--- src/rtl/lif_pkg.sv ---
// Shared types, default widths and the saturating-add helper for the LIF monitor blocks.
package lif_pkg;

  localparam int unsigned CNT_W_DEF      = 8;
  localparam int unsigned TIMER_W_DEF    = 16;
  localparam int unsigned FIFO_DEPTH_DEF = 4;

  typedef enum logic [1:0] {
    IDLE  = 2'd0,
    RUN   = 2'd1,
    FLUSH = 2'd2
  } lif_state_e;

  // Add a and b, clamping at the largest value representable in w bits (w <= 32).
  function automatic logic [31:0] sat_add(input logic [31:0] a,
                                          input logic [31:0] b,
                                          input int unsigned w);
    logic [32:0] sum;
    logic [31:0] max_v;
    max_v = (w >= 32) ? 32'hFFFF_FFFF : ((32'd1 << w) - 32'd1);
    sum   = {1'b0, a} + {1'b0, b};
    if (sum > {1'b0, max_v}) begin
      return max_v;
    end
    return sum[31:0];
  endfunction

endpackage

--- src/rtl/lif_sync_fifo.sv ---
// Small synchronous FIFO with registered write and a combinational head output.
// A push into a full FIFO is accepted only when a pop happens in the same cycle.
module lif_sync_fifo #(
  parameter int unsigned WIDTH = 8,
  parameter int unsigned DEPTH = 4
) (
  input  logic                     clk,
  input  logic                     rst,
  input  logic                     push_i,
  input  logic [WIDTH-1:0]         wdata_i,
  input  logic                     pop_i,
  output logic [WIDTH-1:0]         rdata_o,
  output logic                     full_o,
  output logic                     empty_o,
  output logic [$clog2(DEPTH):0]   level_o
);

  localparam int unsigned AW = $clog2(DEPTH);

  logic [WIDTH-1:0] mem_q [DEPTH];
  logic [AW-1:0]    wr_ptr_q, wr_ptr_d;
  logic [AW-1:0]    rd_ptr_q, rd_ptr_d;
  logic [AW:0]      level_q, level_d;
  logic             do_push, do_pop;

  assign full_o  = (level_q == (AW+1)'(DEPTH));
  assign empty_o = (level_q == '0);
  assign level_o = level_q;
  assign rdata_o = empty_o ? '0 : mem_q[rd_ptr_q];

  assign do_pop  = pop_i && !empty_o;
  assign do_push = push_i && (!full_o || do_pop);

  // Pointer and occupancy next-state; DEPTH is a power of two so pointers wrap naturally.
  always_comb begin
    wr_ptr_d = wr_ptr_q;
    rd_ptr_d = rd_ptr_q;
    level_d  = level_q;
    if (do_push) wr_ptr_d = wr_ptr_q + AW'(1);
    if (do_pop)  rd_ptr_d = rd_ptr_q + AW'(1);
    case ({do_push, do_pop})
      2'b10:   level_d = level_q + (AW+1)'(1);
      2'b01:   level_d = level_q - (AW+1)'(1);
      default: level_d = level_q;
    endcase
  end

  // Storage and pointer registers.
  always_ff @(posedge clk or posedge rst) begin
    if (rst) begin
      for (int i = 0; i < DEPTH; i++) mem_q[i] <= '0;
      wr_ptr_q <= '0;
      rd_ptr_q <= '0;
      level_q  <= '0;
    end else begin
      if (do_push) mem_q[wr_ptr_q] <= wdata_i;
      wr_ptr_q <= wr_ptr_d;
      rd_ptr_q <= rd_ptr_d;
      level_q  <= level_d;
    end
  end

endmodule

--- src/rtl/lif_spike_rate_monitor.sv ---
// Spike-rate monitor: counts LIF spikes per programmable window, queues window
// counts in a FIFO for readout, and tracks the minimum inter-spike interval.
//
// state | meaning
// IDLE  | disabled; timer/count held at zero, waiting for en
// RUN   | counting spikes; window end pushes the count and restarts
// FLUSH | en dropped mid-window; push the partial count, return to IDLE
//
// If en drops on the last cycle of a window the full window is pushed and the
// FSM returns straight to IDLE, so no empty partial window follows it and a
// one-cycle window length cannot keep the FSM in RUN after en is removed.
module lif_spike_rate_monitor
  import lif_pkg::*;
#(
  parameter int unsigned CNT_W      = CNT_W_DEF,
  parameter int unsigned TIMER_W    = TIMER_W_DEF,
  parameter int unsigned FIFO_DEPTH = FIFO_DEPTH_DEF
) (
  input  logic                          clk,
  input  logic                          rst,
  input  logic                          en,
  input  logic                          spike_in,
  input  logic [TIMER_W-1:0]            win_len,
  input  logic                          rd_ready,
  output logic                          rd_valid,
  output logic [CNT_W-1:0]              rd_data,
  output logic [$clog2(FIFO_DEPTH):0]   fifo_level,
  output logic [TIMER_W-1:0]            isi_min,
  output logic                          ovf
);

  lif_state_e         state_q, state_d;
  logic [TIMER_W-1:0] timer_q, timer_d;
  logic [TIMER_W-1:0] win_len_q, win_len_d;
  logic [CNT_W-1:0]   cnt_q, cnt_d;
  logic [TIMER_W-1:0] isi_cnt_q, isi_cnt_d;
  logic [TIMER_W-1:0] isi_min_q, isi_min_d;
  logic               isi_armed_q, isi_armed_d;
  logic               ovf_q, ovf_d;

  logic [TIMER_W-1:0] win_len_eff;
  logic [CNT_W-1:0]   cnt_plus;
  logic [TIMER_W-1:0] isi_inc;
  logic               last_cycle;
  logic               spike_acc;
  logic               push;
  logic [CNT_W-1:0]   push_data;
  logic               fifo_full, fifo_empty, pop;

  assign win_len_eff = (win_len == '0) ? TIMER_W'(1) : win_len;
  assign cnt_plus    = CNT_W'(sat_add(32'(cnt_q), 32'(spike_in), CNT_W));
  assign isi_inc     = TIMER_W'(sat_add(32'(isi_cnt_q), 32'd1, TIMER_W));
  assign last_cycle  = (timer_q == win_len_q - TIMER_W'(1));
  assign pop         = rd_ready && !fifo_empty;

  // Window FSM: next state, timer, counter and FIFO push.
  always_comb begin
    state_d   = state_q;
    timer_d   = timer_q;
    cnt_d     = cnt_q;
    win_len_d = win_len_q;
    push      = 1'b0;
    push_data = cnt_q;
    spike_acc = 1'b0;
    case (state_q)
      IDLE: begin
        timer_d = '0;
        cnt_d   = '0;
        if (en) begin
          win_len_d = win_len_eff;
          state_d   = RUN;
        end
      end
      RUN: begin
        if (last_cycle) begin
          push      = 1'b1;
          push_data = cnt_plus;
          spike_acc = spike_in;
          cnt_d     = '0;
          timer_d   = '0;
          win_len_d = win_len_eff;
          state_d   = en ? RUN : IDLE;
        end else if (!en) begin
          state_d = FLUSH;
        end else begin
          spike_acc = spike_in;
          cnt_d     = cnt_plus;
          timer_d   = timer_q + TIMER_W'(1);
        end
      end
      FLUSH: begin
        push      = 1'b1;
        push_data = cnt_q;
        cnt_d     = '0;
        timer_d   = '0;
        state_d   = IDLE;
      end
      default: state_d = IDLE;
    endcase
  end

  // ISI tracking and sticky overflow; the first counted spike only arms the tracker.
  always_comb begin
    isi_cnt_d   = isi_cnt_q;
    isi_min_d   = isi_min_q;
    isi_armed_d = isi_armed_q;
    ovf_d       = ovf_q;
    if (state_q == RUN) begin
      if (spike_acc) begin
        if (isi_armed_q && (isi_inc < isi_min_q)) isi_min_d = isi_inc;
        isi_armed_d = 1'b1;
        isi_cnt_d   = '0;
      end else begin
        isi_cnt_d = isi_inc;
      end
    end
    if (push && fifo_full && !pop) ovf_d = 1'b1;
  end

  // State registers.
  always_ff @(posedge clk or posedge rst) begin
    if (rst) begin
      state_q     <= IDLE;
      timer_q     <= '0;
      win_len_q   <= TIMER_W'(1);
      cnt_q       <= '0;
      isi_cnt_q   <= '0;
      isi_min_q   <= '1;
      isi_armed_q <= 1'b0;
      ovf_q       <= 1'b0;
    end else begin
      state_q     <= state_d;
      timer_q     <= timer_d;
      win_len_q   <= win_len_d;
      cnt_q       <= cnt_d;
      isi_cnt_q   <= isi_cnt_d;
      isi_min_q   <= isi_min_d;
      isi_armed_q <= isi_armed_d;
      ovf_q       <= ovf_d;
    end
  end

  lif_sync_fifo #(
    .WIDTH (CNT_W),
    .DEPTH (FIFO_DEPTH)
  ) u_fifo (
    .clk     (clk),
    .rst     (rst),
    .push_i  (push),
    .wdata_i (push_data),
    .pop_i   (rd_ready),
    .rdata_o (rd_data),
    .full_o  (fifo_full),
    .empty_o (fifo_empty),
    .level_o (fifo_level)
  );

  assign rd_valid = !fifo_empty;
  assign isi_min  = isi_min_q;
  assign ovf      = ovf_q;

endmodule
--- config.mk ---
export PLATFORM = sky130hd
export DESIGN_NAME = lif_spike_rate_monitor
export DESIGN_NICKNAME = d
export VERILOG_FILES = /design/src/rtl/lif_pkg.sv /design/src/rtl/lif_sync_fifo.sv /design/src/rtl/lif_spike_rate_monitor.sv
export SDC_FILE = /design/constraint.sdc
export NUM_CORES = 1
export LEC_CHECK = 0
export ABC_CLOCK_PERIOD_IN_PS = 4400
export BUFFER_PORTS_ARGS = -buffer_cell sky130_fd_sc_hd__buf_2
export CAP_MARGIN = 20
export CORE_MARGIN = 5
export CORE_UTILIZATION = 45
export DETAILED_ROUTE_END_ITERATION = 8
export MAX_ROUTING_LAYER = met4
export SYNTH_ARGS = -nofsm -noshare
export SYNTH_HDL_FRONTEND = slang
export SYNTH_SLANG_ARGS = --single-unit
--- constraint.sdc ---
create_clock -name clk -period 4.4 [get_ports clk]
set_input_delay 0.66 -clock clk [delete_from_list [all_inputs] [get_ports clk]]
set_output_delay 0.66 -clock clk [all_outputs]
set_load 0.02 [all_outputs]
==> run summary <==
The number of search-and-repair iterations in the first detailed-routing pass came out at 5. The arrival time reported for the critical path endpoint is 4.47 ns. The number of hold-repair buffers added at the cts stage came out at 0. The endpoint required time on the critical path is 4.74 ns. The core outline area came out at 15900 um^2. The synthesized area per cell came out at 9.91 um^2. The die outline height came out at 137 um. The clock passes through at most 2 buffers. The die span in x is 137 um. The number of design-rule violations left by the first detailed-router iteration came out at 578. The final setup skew came out at 0.0115 ns. The fmax came out at 242 MHz. The proportion of netlist area held by the largest area contributor is 33.7%. The later pin in the worst-skew pair is clocked with a latency of 0.41 ns. TritonCTS built the clock tree. After clock tree synthesis, the setup repair step added 0 buffers. The tree built by TritonCTS fans out to 115 sinks. Yosys mapped a number of flops with a built-in enable equal to 0. The static leakage came out at 3.70 nW. The area growth from synthesis to layout came out at 16.4%. The cell area power density came out at 689 nW/um^2. STA classifies the critical path endpoint as a register.

The mean number of vias per cell came out at 5.88. The worst path in the final design needs a cycle of 4.14 ns, including I/O delays and setup. The initial core utilization is 45.9%. The final number of max-transition violations came out at 0. The initial antenna violation count is 0.

The classification of the worst-slack hold path is input port to asynchronous set/reset pin. The main combinational cell family by area after synthesis is compound AO/OA/AOI/OAI gates. The element type at the critical path start is a register. After synthesis, the netlist uses 67 different library cells. The detailed-route wire length per cell is 17.8 um. The post-synth net total is 785. The count of port buffers added during placement is 49. In this run, synthesis produced a sequential element count of 115.

The final layout net count came out at 835. The worst pin sits at a relative slew slack of 38.3%. The synthesized netlist devotes 17.0% of its cell area to simple gates. In this run the number of H-tree levels came out at 4.

Among all flip-flop cells after synthesis, the most frequent one is dfrtp_1. The top fanout value on the critical path came out at 16. The total congestion overflow came out at 0. After detailed placement, the total cell area comes to 7790 um^2. The CTS root buffer is clkbuf_16. The number of diodes added for antenna fixing is 0. The area of all placed cells without fillers came out at 8480 um^2.

Summing the areas of all xor and xnor instances in the mapped netlist gives 3.73% of the synthesized area. The actual slew at the worst max-slew pin came out at 0.923 ns. The number of remaining DRC errors is 0. The global placer's final weighted congestion is 0.931. The worst path uses 94.0% of the clock period. The number of gates resized after cts is 0. The kind of critical path is register to register. In the final layout, the share of cells above drive strength 1 is 23.8%. The number of global-route vias before repair was 5928.

For this run, the register share of the synthesized area comes to 39.8%. The number of endpoints with negative hold slack in the final report came out at 0. The die area is 18800 um^2. The pre-CTS setup slack is 0.203 ns.

The setup slack of the critical path after layout is 0.264 ns. The gate count of the mapped netlist is 735. The synthesized design spends more area on one cell type than any other, namely dfrtp_1. Setup repair after global routing left no endpoint under its margin. The setup violation total in the final timing report came out at 0. The HPWL reported at the end of detailed placement is 13.1 mm. The worst voltage drop across the vdd grid is 0.262 mV. The proportion of synthesized area in mux cells came out at 11.2%. The fraction of registers with async set or reset after synthesis came out at 100%. The share of the synthesized area in compound gates (AO/OA/AOI/OAI) is 18.4%.

In the post-synthesis netlist, the biggest area contributors are dfrtp_1 (34%), dfstp_2 (6.1%), mux2_2 (5.4%), ha_1 (4.8%), o31ai_1 (4.2%). The global-route total usage across every layer is 20.4%. Adding up every negative setup slack in the final design gives 0 ns. Wires add up to 18.1 mm.

The cell row count came out at 46. The number of maximum-capacitance violations came out at 0. The summed instance area of the synthesized netlist came out at 7280 um^2. The TritonCTS buffer count is 17. For this design the top-level I/O count stands at 50.

Once detail routing completed, the nets flagged for antenna violations numbered 0. After Yosys synthesis, full adders, half adders and majority gates account for 5.08% of the synthesized area. The register clock-pin slew on the reported worst setup and hold paths is 0.06 ns.

The global-route wire length before repair is 29.7 mm. Entering global routing, the biggest net connects 55 pins. Yosys printed 0 warnings. The run finished with clean final reports. The total via count after detailed routing came out at 5961.
through the flow:
stage	util [%]	cells	hold WS (ns)	power, mW
final	53.4	1014	0.342	5.84
after detailed placement	49.0	982	0.443	4.26
after global placement	49.0	982	0.433	4.18
after global routing	53.4	1014	0.403	6.22
after floorplan	-	735	0.414	3.59
after CTS	53.3	1014	0.360	5.88
worst paths after layout:
kind / start / end / slack, ns / cells after the start
setup / recovery: isi_cnt_q[0] / isi_min[13] / 0.26 / 14
hold / removal: rst / u_fifo.level_o[2] / 0.34 / 2
setup reg to reg: isi_cnt_q[0] / isi_min[13] / 0.26 / 14
hold reg to reg: ovf / ovf / 0.46 / 1
max in group asynchronous: rst / win_len_q[0] / 3.13 / 3
min in group clk: ovf / ovf / 0.46 / 1
cell usage after synthesis, types with 5 or more instances:
cell type  instances
o31ai_1           41
a21oi_1           12
or2_2              6
or3_1              5
mux2_4            10
and2_1             8
a31oi_1           22
a22oi_1            7
nor4_1            11
and4_1             6
o211ai_1           6
ha_1              28
nand2b_1           6
o2bb2ai_1          8
o21ai_0           25
o221ai_1           8
nor2_1            29
nor2b_1           15
dfrtp_1           98
mux4_2             8
nand2_1           66
dfstp_2           17
o22ai_1            7
inv_1             56
nand3_1           31
xor2_1            12
mux2_2            35
a21o_1            10
clkbuf_1          28
xnor2_1           19
nor3_1            13
and3_1             9
nand4_1           12
mux2i_1            9
metal layers:
layer / routed length, um / track usage (%) / vias to the layer above
li1: - / - / 2850
met1: 8040 / 25.7 / 2946
met2: 8950 / 32.8 / 141
met3: 809 / 4.60 / 24
met4: 287 / 7.04 / 0
met5: 0 / - / -
sequential cells by signal (all words and copies together) (netlist names):
signal	flops
u_fifo.mem_q	32
isi_cnt_q	16
isi_min	16
timer_q	16
win_len_q	16
cnt_q	8
u_fifo.level_o	3
state_q	2
u_fifo.rd_ptr_q	2
u_fifo.wr_ptr_q	2
isi_armed_q	1
ovf	1
layout make-up:
type                       instances  area [um^2]
fill                            1411         7410
multi-input combinational        532         4060
sequential                       115         2900
clock buffer                      19          453
timing repair buffer              63          350
tap                              216          270
clock inverter                    13          230
inverter                          56          213
cell families (layout without fill, tap and decap cells):
kind of cell	count (synthesis)	count (layout)
simple gates	232	232
mux	62	62
fa+ha+maj	29	29
xor+xnor	31	31
compound gates	178	178
flops	115	115
buf+inv	88	151
layout by cell type (no fill, tap or decap), types with 7 or more instances in the layout:
cell type	n
a21o_1	10
a21oi_1	12
a22oi_1	7
a31oi_1	22
and2_1	8
and3_1	9
buf_2	49
buf_4	14
clkbuf_16	17
dfrtp_1	98
dfstp_2	17
ha_1	28
inv_1	55
mux2_2	35
mux2_4	10
mux2i_1	9
mux4_2	8
nand2_1	66
nand3_1	31
nand4_1	12
nor2_1	29
nor2b_1	15
nor3_1	13
nor4_1	11
o21ai_0	25
o221ai_1	8
o22ai_1	7
o2bb2ai_1	8
o31ai_1	41
xnor2_1	19
xor2_1	12
power breakdown:
group / switching, mW / total, mW / internal [mW]
Sequential: 0.395 / 1.79 / 1.40
Combinational: 1.40 / 2.45 / 1.05
Clock: 0.502 / 1.59 / 1.09
worst max-delay path, stage by stage (launching register included):
cell and delay, ns:
dfrtp_1 0.44, ha_1 0.28, and3_1 0.25, nand4_1 0.27, or3_4 0.50, nand2_1 0.14, ha_1 0.26, a21o_1 0.16
a21o_1 0.17, a21o_1 0.17, a21o_1 0.17, a21o_1 0.20, a2111oi_4 0.33, buf_4 0.33, mux2_2 0.37
(Power assumes the default switching activity.)
